`config.mk`:
```
export PLATFORM = sky130hd
export DESIGN_NAME = memory_port_arbiter
export DESIGN_NICKNAME = d
export VERILOG_FILES = /design/src/rtl/memory_port_arbiter.sv
export SDC_FILE = /design/constraint.sdc
export NUM_CORES = 1
export LEC_CHECK = 0
export ABC_AREA = 1
export CORE_AREA = 2 2 132 134
export DETAILED_ROUTE_END_ITERATION = 16
export DIE_AREA = 0 0 134 136
export HOLD_SLACK_MARGIN = 0.05
export SYNTH_ARGS = -nofsm -noshare
export SYNTH_HDL_FRONTEND = slang
export SYNTH_SLANG_ARGS = --single-unit
```
`constraint.sdc`:
```
create_clock -name clock -period 2.1 [get_ports clock]
set_clock_uncertainty 0.15 [all_clocks]
set_input_delay 0.525 -clock clock [delete_from_list [all_inputs] [get_ports clock]]
set_output_delay 0.525 -clock clock [all_outputs]
set_load 0.05 [all_outputs]
```
`src/rtl/memory_port_arbiter.sv`:
```
// Arbitrates one single-port synchronous RAM between the loader, instruction-fetch
// and load/store ports; read data returns READ_LATENCY cycles after the grant.
module memory_port_arbiter #(
  parameter int unsigned ADDR_WIDTH   = 32,
  parameter int unsigned DATA_WIDTH   = 32,
  parameter int unsigned READ_LATENCY = 1,
  parameter int unsigned STARVE_LIMIT = 4
) (
  input  logic                  clock,
  input  logic                  reset_n,
  input  logic                  load_mode,
  input  logic                  load_req,
  input  logic [ADDR_WIDTH-1:0] load_addr,
  input  logic [DATA_WIDTH-1:0] load_wdata,
  output logic                  load_gnt,
  input  logic                  fetch_req,
  input  logic [ADDR_WIDTH-1:0] fetch_addr,
  output logic                  fetch_gnt,
  output logic                  fetch_rvalid,
  output logic [DATA_WIDTH-1:0] fetch_rdata,
  input  logic                  data_req,
  input  logic                  data_we,
  input  logic [ADDR_WIDTH-1:0] data_addr,
  input  logic [DATA_WIDTH-1:0] data_wdata,
  output logic                  data_gnt,
  output logic                  data_rvalid,
  output logic [DATA_WIDTH-1:0] data_rdata,
  output logic                  mem_en,
  output logic                  mem_we,
  output logic [ADDR_WIDTH-1:0] mem_addr,
  output logic [DATA_WIDTH-1:0] mem_wdata,
  input  logic [DATA_WIDTH-1:0] mem_rdata,
  output logic                  stall
);

  localparam int unsigned LAT_W    = 3;
  localparam int unsigned STARVE_W = 4;

  localparam logic [LAT_W-1:0]    LAT_LOAD   = LAT_W'(READ_LATENCY);
  localparam logic [LAT_W-1:0]    LAT_LAST   = LAT_W'(1);
  localparam logic [STARVE_W-1:0] STARVE_MAX = STARVE_W'(STARVE_LIMIT);

  typedef enum logic {
    IDLE,
    READ_WAIT
  } state_t;

  typedef enum logic [1:0] {
    OWN_NONE,
    OWN_FETCH,
    OWN_DATA
  } owner_t;

  state_t               state_q, state_d;
  logic [LAT_W-1:0]     lat_q, lat_d;
  logic [STARVE_W-1:0]  starve_q, starve_d;
  owner_t               owner_q, owner_d;

  logic gnt_load, gnt_fetch, gnt_data;
  logic read_ret, grant_ok, read_gnt;

  // State register
  always_ff @(posedge clock or negedge reset_n) begin
    if (!reset_n) begin
      state_q  <= IDLE;
      lat_q    <= '0;
      starve_q <= '0;
      owner_q  <= OWN_NONE;
    end else begin
      state_q  <= state_d;
      lat_q    <= lat_d;
      starve_q <= starve_d;
      owner_q  <= owner_d;
    end
  end

  // Grant selection, read tracking and starvation accounting
  always_comb begin
    state_d   = state_q;
    lat_d     = lat_q;
    starve_d  = starve_q;
    owner_d   = owner_q;
    gnt_load  = 1'b0;
    gnt_fetch = 1'b0;
    gnt_data  = 1'b0;

    // A new grant may overlap the cycle in which the outstanding read returns
    read_ret = (state_q == READ_WAIT) && (lat_q == LAT_LAST);
    grant_ok = reset_n && ((state_q == IDLE) || read_ret);

    if (grant_ok) begin
      if (load_req) begin
        gnt_load = 1'b1;
      end else if (!load_mode) begin
        if (fetch_req && (starve_q == STARVE_MAX)) begin
          gnt_fetch = 1'b1;
        end else if (data_req) begin
          gnt_data = 1'b1;
        end else if (fetch_req) begin
          gnt_fetch = 1'b1;
        end
      end
    end

    read_gnt = gnt_fetch || (gnt_data && !data_we);

    if (read_gnt) begin
      state_d = READ_WAIT;
      lat_d   = LAT_LOAD;
      owner_d = gnt_fetch ? OWN_FETCH : OWN_DATA;
    end else if (read_ret) begin
      state_d = IDLE;
      lat_d   = '0;
      owner_d = OWN_NONE;
    end else if (state_q == READ_WAIT) begin
      lat_d = lat_q - LAT_LAST;
    end

    if (gnt_fetch || !fetch_req) begin
      starve_d = '0;
    end else if (starve_q < STARVE_MAX) begin
      starve_d = starve_q + STARVE_W'(1);
    end
  end

  // RAM request mux from the granted port
  always_comb begin
    mem_en    = gnt_load || gnt_fetch || gnt_data;
    mem_we    = gnt_load || (gnt_data && data_we);
    mem_addr  = '0;
    mem_wdata = '0;
    if (gnt_load) begin
      mem_addr  = load_addr;
      mem_wdata = load_wdata;
    end else if (gnt_fetch) begin
      mem_addr  = fetch_addr;
    end else if (gnt_data) begin
      mem_addr  = data_addr;
      mem_wdata = data_wdata;
    end
  end

  // Read return routed to the owner only in the return cycle
  always_comb begin
    fetch_rvalid = reset_n && read_ret && (owner_q == OWN_FETCH);
    data_rvalid  = reset_n && read_ret && (owner_q == OWN_DATA);
    fetch_rdata  = fetch_rvalid ? mem_rdata : '0;
    data_rdata   = data_rvalid ? mem_rdata : '0;
  end

  assign load_gnt  = gnt_load;
  assign fetch_gnt = gnt_fetch;
  assign data_gnt  = gnt_data;
  assign stall     = reset_n && ((fetch_req && !gnt_fetch) || (data_req && !gnt_data));

endmodule

```
* Yosys cells after proc, flatten, opt, wreduce, memory -nomap -nowiden *
Cells that the tools add are included.

operators by class
  add/subtract/negate cells = 2
  $mul = 0
  div/mod/pow operators = 0
  order comparisons = 1
  eq/ne operators = 4
  shift-type cells = 0
  muxes and demuxes = 31
  bitwise operators = 1
  reductions and logical operators = 25

operators by type and width
  operator             count
  $mux 32              8
  $mux 1               15
  $logic_and 1x1->1    11
  $mux 3               3
  $mux 4               2
  $logic_or 1x1->1     7
  $mux 2               3
  $add 4x1->4 const B  1
  $eq 4x3->1 const B   1
  $logic_not 1->1      4
  $lt 4x3->1 const B   1
  $reduce_bool 2->1    2
  $eq 3x1->1 const B   1
  $reduce_bool 3->1    1
  $sub 3x1->3 const B  1
  $eq 2x1->1 const B   1
  $eq 2x2->1 const B   1
  $not 1->1            1

storage, ports and cells
  bits in registers = 10
  latch bits = 0
  bits in writable memories = 0
  ROM bits = 0
  input port bits = 199
  output and inout bits = 136
  logic and storage cells = 68
  memories = 0

* Depth between registers and ports, before layout *
Gate-level depths: netlist of run 1.

  depth after elaboration = 10
  gate-level depth with buffers = 11
  depth with buffers taken out = 10

* Least setup slack after synthesis of run 1 *
Ideal clock, no wire load.

  path type = reg2out
  from = register lat_q[1]
  to = output port mem_we
  arrival = 2.033 ns
  required time = 1.425 ns
  path slack = -0.608 ns
  stages on the path, launching flop included = 7
  path buffers = 0
  cell sequence = dfrtp_1 inv_1 ha_1 nand2_2 a21oi_4 nand2_1 o21ai_0

on the way
  word-level cells in the longest chain between the ends = 7
  elaborated cells on any way between the ends = 8
  those cells by class = eq/ne: 1; mux: 2; reduce/logical: 5

ends and longest elaborated chain
  element                 RTL line  source
  from (decl)             55        logic [LAT_W-1:0] lat_q, lat_d;
  from (signal assigned)  71        lat_q <= lat_d;
  $eq 3x1->1 (*)          88        read_ret = (state_q == READ_WAIT) && (lat_q == LAT_LAST);
  $logic_and 1x1->1 (*)   88
  $logic_or 1x1->1 (*)    89        grant_ok = reset_n && ((state_q == IDLE) || read_ret);
  $logic_and 1x1->1 (*)   89
  $mux 1                  91        if (grant_ok) begin
  $logic_and 1x1->1       129       mem_we = gnt_load || (gnt_data && data_we);
  $logic_or 1x1->1 (*)    129
  to (decl)               29        output logic mem_we,

Every way passes the cells marked *; elsewhere a longest branch is shown, timed or not.

* Final worst setup path of run 1 *
  from = register lat_q[0]
  to = output port mem_wdata[26]

on the way
  word-level cells in the longest chain between the ends = 8
  elaborated cells on any way between the ends = 10
  those cells by class = eq/ne: 1; mux: 6; reduce/logical: 3

ends and longest elaborated chain
  element                RTL line  source
  $eq 3x1->1 (*)         88
  $logic_and 1x1->1 (*)  88
  $logic_or 1x1->1 (*)   89
  $logic_and 1x1->1 (*)  89
  $mux 1                 91
  $mux 32                137       end else if (gnt_data) begin
  $mux 32                135       end else if (gnt_fetch) begin
  $mux 32 (*)            132       if (gnt_load) begin
  to (decl)              31        output logic [DATA_WIDTH-1:0] mem_wdata,

Marked as above.

==> results of run 1 <==
## Yosys cell counts, types with 2 or more instances
cell type    n  area share, %
xor2_1       2           0.84
dfrtp_1     10             12
nand2_1    209             38
a21oi_1      4           0.96
nand3_1     34            8.2
buf_4       14            5.0
buf_2        2           0.48
buf_6        7            3.8
nor2_1      72             13
inv_1       49            8.8
nand3_4      2            1.7
inv_2        5           0.90
o21ai_0      2           0.48
nor2_2       2           0.60
ha_1         4            2.4
## repair_timing
action,4_1_cts,5_1_grt
setup buffers,23,4
pin swaps,27,20
setup endpoints to repair,136,136
gates cloned,13,5
resized for setup,166,47
## state kept, by name, indices dropped and copies added (netlist names)
register,cells
owner_q,2
starve_q,4
state_q,1
lat_q,3
## through the flow
| step | area (sq um) | hold WS (ps) | setup TNS (ps) |
|---|---|---|---|
| global placement | 8490 | 427 | -80790 |
| finish | 9880 | 215 | -54300 |
| detailed placement | 8490 | 436 | -83630 |
| floorplan | 3340 | 79.4 | -12580 |
| CTS | 9600 | 220 | -57200 |
| global route | 9880 | 236 | -66040 |
## path summary, 6_finish.rpt
check | startpoint | to | slack (ps) | depth (start not counted)
max in group asynchronous | reset_n | lat_q[0] | 1440 | 2
setup / recovery | lat_q[0] | mem_wdata[26] | -490 | 11
setup reg to reg | lat_q[1] | starve_q[0] | 440 | 10
hold reg to reg | owner_q[1] | owner_q[1] | 430 | 2
hold / removal | reset_n | starve_q[3] | 220 | 2
min in group clock | owner_q[1] | owner_q[1] | 430 | 2
## kinds of logic after synthesis
kind of cell	Yosys count
XOR/XNOR	2
AO/OA/AOI/OAI	9
flip-flops	10
AND/OR/NAND/NOR	324
buffers and inverters	77
adder cells (fa/ha/maj)	4
## per-layer routing
layer  vias up  track usage [%]  share of wire [%]  wire (um)
li1       2061                -                  -          -
met1      1898             20.3                 37       6310
met2       192             32.6                 55       9330
met3        13             4.14                7.2       1220
met4         0             2.84                1.1        187
met5         -                0                  0          0
## power groups by stage
| stage | Sequential (mW) | Combinational, mW | Clock, mW |
|---|---|---|---|
| floorplan | 0.301 | 1.24 | 0 |
| global placement | 0.304 | 2.51 | 0 |
| detailed placement | 0.306 | 2.53 | 0 |
| CTS | 0.303 | 2.91 | 0.386 |
| global route | 0.310 | 3.11 | 0.395 |
| finish | 0.303 | 2.96 | 0.379 |
## placed cells by master, fill, tap and decap left out, drive strengths merged, types with 3 or more instances in the layout
| cell type | n |
|---|---|
| nand2 | 210 |
| buf | 208 |
| clkdlybuf4s50 | 193 |
| nor2 | 75 |
| inv | 50 |
| nand3 | 37 |
| dfrtp | 10 |
| clkbuf | 8 |
| a21oi | 6 |
| dlygate4sd2 | 5 |
| ha | 4 |
| clkinv | 3 |
## final cells by class
type / instances / area, sq um
Timing Repair Buffer: 410 / 5840
Clock buffer: 4 / 88.8
Timing Repair inverter: 1 / 16.3
Multi-Input combinational cell: 339 / 3170
Sequential cell: 10 / 250
Inverter: 54 / 230
Tap cell: 225 / 282
Fill cell: 1389 / 7000
## critical path, cell delays in order (launching register included)
cell and delay (ps):
dfrtp_1 400, ha_4 170, nand2_4 80, a21oi_4 70, buf_6 130, nand2_4 150
clkinv_8 120, buf_12 160, buf_12 130, nand2_4 50, nand2_4 50, buf_12 140
==> qor.yml, run 1 <==
power.internal_mw: 2.05
crit_fanout: 8
synth_xor_area_share_pct: 0.839
fin_cells: 1043
fmax_mhz: 387
vdd_drop_max_mv: 0.284
cts_tree: "built"
syn_nets: 629
core_area_sq_um: 16900
worstMarginPinSlew_ps: 216
wirelength_um: 17100
grt_max_degree: 17
hold_viol_final: 0
dp.final_hpwl_um: 12700
p_switching_mw: 1.59
drtAntennaViolNets: 0
nets: 1022
async_flop_share_pct: 100
layout-drive-gt1-share_pct: 58.2
cts_buffer_depth: 2
outcome: "complete, but fails checks"
p_per_area_nw_per_um2: 369
switching_share_pct: 43.7
grt_setup_unrepaired: "true"
dp_cells: 1000
area_growth_pct: 373
pre_cts_ws_ps: -725
cts.clk_slew.worst_paths_ps: 40
clock_latency_ps: 240
cp.required_ps: 1420
synth-compound-area-share_pct: 2.94
clock_power_share_pct: 10.4
min_period_over_period_pct: 123
synth-seq-cells: 10
fin_util_pct: 58.5
synth-edff-count: 0
power_mw: 3.65
die_h_um: 136
wl_per_cell_um: 16.3
grt.total_usage_pct: 17.4
power_frac_comb_pct: 81.3
hp-class: "in -> async"
worstPathArrival_ps: 1910
slew-limit-headroom_pct: 85.6
pwr-share-seq_pct: 8.3
grt_pass1_wl_um: 24400
gp_congestion: 0.750
violations: "negative setup slack"
yosys.area_share.simple_pct: 62.8
cap_violations: 0
avgSynthCellArea_sq_um: 4.90
cts_buffers: 3
ys.warnings.count: 0
place.port_buffers: 334
drt_pass1_iterations: 4
antenna_found_initial: 0
cp-end-kind: "output port"
period_needed_ps: 2590
setup_violations: 136
slew_violations: 0
clock-sinks: 10
leakage_nw: 4.43
syn_inst: 426
finalWorstSetupSlack_ps: -486
viasPerCell: 3.99
synth_cell_type_count: 23
vias: 4164
io_pins: 335
die-width_um: 134
gr-total-overflow: 0
synth_top_family_by_area: "simple AND/OR/NAND/NOR gates"
die_area_sq_um: 18200
start_kind: "register"
yosys-mux-area-fraction_pct: 0
h-tree-depth: 1
root_buffer: "clkbuf_16"
worst-setup-path-type: "reg -> out"
postCtsHoldBufs: 0
synth_area_sq_um: 2090
diodes: 0
synth_flop_cell: "dfrtp_1"
rows: 48
drc: 0
first_global_vias: 4329
initial_utilization_pct: 12.4
seq_area_frac_synth_pct: 12.0
synthAdderAreaFrac_pct: 2.40
first_iter_violations: 86
(Power assumes the default switching activity.)
==> inputs of run 2 (changes only) <==
- clock period: 2.1 -> 2.87 ns (I/O delays scaled with it)
==> run 2 against run 1 <==
  * The flow now finishes without violations
  * First-iteration DRC count grew 88%
  * Sequential power shrank 27%
  * Final cell count shrank 2.6%
  * Final area shrank 20%
  * Critical path depth is the same
  * Count of clock-buffer cells in the layout shrank 1
  * Setup slack gained 520 ps
  * Global-route usage shrank 3.9 points
  * Register-to-register slack gained 670 ps
  * Hold slack gained 57 ps
==> qor.yml, run 2 (synthesis gave the netlist of run 1 again) <==
critPathMaxStageDelay_ps: 150  # -250 ps
top_regs: "starve_q: 4 flops, lat_q: 3 flops, owner_q: 2 flops"
fillers: 1541  # +11%
grt_setup_unrepaired: "true"
first_iter_violations: 162  # +88%
cts.clk_slew.worst_paths_ps: 40  # about the same
outcome: "completed"
initial_utilization_pct: 12.4  # unchanged
final_cell_mix: "clkdlybuf4s50_1, nand2_1, buf_12, nor2_1, inv_1"
final_common_cell: "clkdlybuf4s50_1"
pwr-share-seq_pct: 9.9  # +1.6 points
area_growth_pct: 281
crit_fanout: 7  # -1
holdWs_ps: 273  # +57.5 ps
clock-sinks: 10  # unchanged
power.internal_mw: 1.27  # -38%
critPathSlowestCell: "buf_12"
rows: 48  # unchanged
grt_pass1_wl_um: 19700  # -19%
drc: 0  # unchanged
cts_buffer_depth: 2  # unchanged
drtAntennaViolNets: 0  # unchanged
die_area_sq_um: 18200  # unchanged
dp.final_hpwl_um: 11300  # -11%
fin_util_pct: 47.1  # -11 points
top_register: "starve_q"
io_pins: 335  # unchanged
p_switching_mw: 0.970  # -39%
wirelength_um: 14900  # -13%
gr-total-overflow: 0  # unchanged
min_period_over_period_pct: 98.7
cp-end-kind: "output port"
p_per_area_nw_per_um2: 282  # -24%
cp.required_ps: 2000  # +580 ps
switching_share_pct: 43.3  # -0.45 points
cts_buffers: 3  # unchanged
timing.critical_path.cells: "buf_4, nor2_4, nand2_2, a21oi_4, nand2_2, inv_4, buf_12, buf_12, nand2_1, nand2_1, buf_12"
grt.total_usage_pct: 13.5  # -3.9 points
h-tree-depth: 1  # unchanged
vias: 3982  # -4.4%
diodes: 0  # unchanged
gp_congestion: 0.771  # +2.9%
tns_ps: 0  # +54300 ps
antenna_found_initial: 0  # unchanged
root_buffer: "clkbuf_16"
core_area_sq_um: 16900  # unchanged
vdd_drop_max_mv: 0.214  # -25%
hp-class: "in -> async"
period_needed_ps: 2830
die-width_um: 134  # unchanged
clock_power_share_pct: 10.6  # +0.2 points
worst-setup-path-type: "in -> out"
place.port_buffers: 334  # unchanged
power_frac_comb_pct: 79.5  # -1.8 points
slew-limit-headroom_pct: 82.9  # -2.7 points
largest_register_ffs: 4  # unchanged
setup_violations: 0  # -100%
cts_tree: "built"
worstPathArrival_ps: 1970  # +60 ps
slew_violations: 0  # unchanged
clock_latency_ps: 230  # about the same
layout-drive-gt1-share_pct: 34.9  # -23 points
leakage_nw: 3.74  # -16%
cpMostUsedCell: "buf_12"
fmax_mhz: 353
start_kind: "primary input"
drt_pass1_iterations: 4  # unchanged
worstMarginPinSlew_ps: 256  # +40.0 ps
postCtsHoldBufs: 0  # unchanged
nets: 996  # -2.5%
wl_per_cell_um: 14.6  # -11%
first_global_vias: 3812  # -12%
grt_max_degree: 35  # +18
viasPerCell: 3.92  # -1.8%
hold_viol_final: 0  # unchanged
cap_violations: 0  # unchanged
die_h_um: 136  # unchanged
-- run 2: cell types whose count changed in the layout (fill, tap and decap cells not counted), sizes merged --
cell / before / now
dlygate4sd2: 5 / 0
clkinvlp: 2 / 0
clkinv: 3 / 2
buf: 208 / 184
inv: 50 / 52
clkbuf: 8 / 11
-- run 2: final timing paths --
path                                  start             to  slack, ps  depth (start not counted)
worst max-delay path               load_req  mem_wdata[15]         40                         11
worst min-delay path                reset_n    starve_q[1]        270                          2
worst max register to register     lat_q[1]     owner_q[1]       1110                          9
max in group asynchronous           reset_n     owner_q[1]       2150                          2
min in group clock              starve_q[3]    starve_q[3]        390                          2
worst min register to register  starve_q[3]    starve_q[3]        390                          2
-- run 2: stage by stage --
| stage | power (mW) | worst slack, ps | instance area [sq um] | std cells |
|---|---|---|---|---|
| 2_1_floorplan | 0.936 | 59.6 | 2090 | 426 |
| 3_3_place_gp | 1.85 | -352 | 7230 | 995 |
| 3_5_place_dp | 1.86 | -363 | 7230 | 995 |
| 4_1_cts | 2.17 | 6.88 | 7660 | 1006 |
| 5_1_grt | 2.35 | -30.4 | 7940 | 1016 |
| 6_report | 2.24 | 37.4 | 7940 | 1016 |
-- run 2: timing repair --
item	4_1_cts	5_1_grt
cloned	3	7
gates resized for setup	85	32
setup buffers	5	4
endpoints found under the setup margin	136	79
pin swaps	18	5
-- run 2: power by group through the flow --
stage | logic, mW | registers [mW] | clock network (mW)
2_1_floorplan | 0.719 | 0.216 | 0
3_3_place_gp | 1.63 | 0.221 | 0
3_5_place_dp | 1.63 | 0.224 | 0
4_1_cts | 1.70 | 0.222 | 0.243
5_1_grt | 1.88 | 0.228 | 0.250
6_report | 1.78 | 0.222 | 0.238
-- run 2: layout make-up --
cell class / instances / area, sq um / share of cell area, %
multi-input combinational: 339 / 1770 / 22.2
inverter: 54 / 215 / 2.71
tap: 225 / 282 / 3.54
clock buffer: 3 / 75.1 / 0.945
timing repair buffer: 385 / 5350 / 67.4
sequential: 10 / 250 / 3.15
-- run 2: worst max-delay path, delay by kind of cell --
kind | cells | cell delay (ps)
buffers and inverters | 5 | 630
and+or+nand+nor | 5 | 480
AOI/OAI and AO/OA | 1 | 130
-- run 2: routing by layer --
| layer | global-route usage (%) | wire length [um] | vias up |
|---|---|---|---|
| met4 | 1.77 | 104 | 0 |
| met2 | 25.6 | 7720 | 228 |
| met1 | 15.5 | 5600 | 1753 |
| met5 | 0 | 0 | - |
| met3 | 3.50 | 1430 | 7 |
| li1 | - | - | 1994 |
==> inputs of run 3 (changes only) <==
- CORE_AREA: 2 2 132 134 -> 8 8 123 125
- DIE_AREA: 0 0 134 136 -> 0 0 131 133
- SKIP_CTS_REPAIR_TIMING: not set -> 1
==> run 3 against run 2 <==
  * Sequential cell count is the same
  * Combinational power is essentially flat
  * Clock power is essentially flat
  * Register-to-register slack lost 20 ps
  * Critical path type unchanged
  * Die area shrank 4.4%
  * Fmax grew 0.64%
  * Setup slack gained 18 ps
==> qor.yml, run 3 (synthesis gave the netlist of run 1 again) <==
wirelength_um: 18400  # +24%
crit-reg2reg-launch: "lat_q[1]"
grt_pass1_wl_um: 22700  # +15%
first_global_vias: 4032  # +5.8%
r2r_slack_ps: 1090  # -20 ps
die_h_um: 133  # -2.2%
fmax_mhz: 355  # +0.64%
busiest_layer: "met2"
vdd_drop_max_mv: 0.266  # +24%
leakage_nw: 3.66  # -2.2%
slew_violations: 0  # unchanged
hold_viol_final: 0  # unchanged
top_register: "starve_q"
dp.final_hpwl_um: 14200  # +25%
place.port_buffers: 334  # unchanged
clock_latency_ps: 230  # about the same
tns_ps: 0  # unchanged
critPathTopFamily: "buffers and inverters"
final_cell_mix: "clkdlybuf4s50_1, nand2_1, buf_12, nor2_1, inv_1"
met2_usage_pct: 32.5  # +6.9 points
largest_register_ffs: 4  # unchanged
worstMarginPinSlew_ps: 272  # +16.0 ps
vias: 4083  # +2.5%
worstPathArrival_ps: 1950  # -20 ps
p_per_area_nw_per_um2: 286  # +1.5%
timing.critical_path.cells: "clkbuf_2, nor2_2, nand2_1, a21oi_2, nand2_4, clkinv_8, clkbuf_16, nand2_1, nand3_2, buf_12"
setup_violations: 0  # unchanged
period_needed_ps: 2810  # -18.1 ps
drt_pass1_iterations: 4  # unchanged
io_pins: 335  # unchanged
grt.total_usage_pct: 16.8  # +3.3 points
die_area_sq_um: 17400  # -4.4%
cp.buffers_inverters: 4  # -1
cts.clk_slew.worst_paths_ps: 40  # about the same
cp-end-kind: "output port"
h-tree-depth: 1  # unchanged
critPathSlowestCell: "a21oi_2"
drc: 0  # unchanged
cpMostUsedCell: "nand2_1"
power_mw: 2.21  # -1.4%
r2r-end: "starve_q[0]"
reg2reg_depth: 9  # unchanged
layout-drive-gt1-share_pct: 31.6  # -3.3 points
gr-total-overflow: 0  # unchanged
area_growth_pct: 270
first_iter_violations: 186  # +15%
start_kind: "primary input"
fillers: 1080  # -30%
antenna_found_initial: 1  # +1
nets: 981  # -1.5%
top_regs: "starve_q: 4 flops, lat_q: 3 flops, owner_q: 2 flops"
rows: 42  # -13%
worst-setup-path-type: "in -> out"
initial_utilization_pct: 15.9  # +3.6 points
root_buffer: "clkbuf_16"
hp-class: "in -> async"
cap_violations: 0  # unchanged
core_area_sq_um: 13100  # -22%
cp.required_ps: 2000  # about the same
min_period_over_period_pct: 98.1  # -0.63 points
cts_tree: "built"
diodes: 0  # unchanged
grt_max_degree: 55  # +57%
crit_fanout: 7  # unchanged
cts_buffers: 3  # unchanged
wl_per_cell_um: 19.3  # +32%
met3_usage_pct: 6.19  # +2.7 points
final_common_cell: "clkdlybuf4s50_1"
slew-limit-headroom_pct: 81.8  # -1.1 points
viasPerCell: 4.29  # +9.4%
gp_congestion: 0.939  # +22%
die-width_um: 131  # -2.2%
clock-sinks: 10  # unchanged
drtAntennaViolNets: 0  # unchanged
critPathMaxStageDelay_ps: 170  # +20 ps
cts_buffer_depth: 2  # unchanged
grt_util_met1_pct: 16.4  # +0.84 points
outcome: "completed"
run 3: layout make-up:
cell class / count / area, sq um / share of cell area, %
Inverter: 54 / 235 / 3.05
Clock buffer: 3 / 75.1 / 0.972
Tap cell: 176 / 220 / 2.85
Multi-Input combinational cell: 339 / 1690 / 21.8
Timing Repair inverter: 1 / 11.3 / 0.146
Sequential cell: 10 / 250 / 3.24
Timing Repair Buffer: 369 / 5240 / 67.9
run 3: where the power goes:
part           internal [mW]  switching, mW  total [mW]
registers              0.183         0.0432       0.227
clock network          0.180         0.0575       0.237
logic                  0.870          0.876        1.75
total                   1.23          0.976        2.21
run 3: worst max-delay path by stage:
stage	startpoint	end	slack, ps	cells past startpoint
finish	load_req	mem_addr[27]	60	10
detailed placement	reset_n	mem_addr[16]	-340	9
global placement	reset_n	mem_addr[16]	-360	9
CTS	reset_n	mem_addr[16]	-350	9
global route	load_req	mem_addr[27]	-40	10
floorplan	load_mode	mem_wdata[22]	60	9
run 3: through the flow:
| stage | instance area [sq um] | hold WS (ps) | cells | setup WS [ps] | util, % |
|---|---|---|---|---|---|
| 2_1_floorplan | 2090 | 272 | 426 | 59.6 | - |
| 3_3_place_gp | 7010 | 376 | 932 | -357 | 53.6 |
| 3_5_place_dp | 7010 | 382 | 932 | -342 | 53.6 |
| 4_1_cts | 7090 | 390 | 935 | -348 | 54.1 |
| 5_1_grt | 7720 | 341 | 952 | -42.3 | 59.0 |
| 6_report | 7720 | 323 | 952 | 55.5 | 59.0 |
run 3: metal layers:
metal | wire, um | up-vias
met3 | 2140 | 22
met4 | 387 | 2
met2 | 9720 | 241
met1 | 6110 | 1846
li1 | - | 1972
met5 | 10 | -
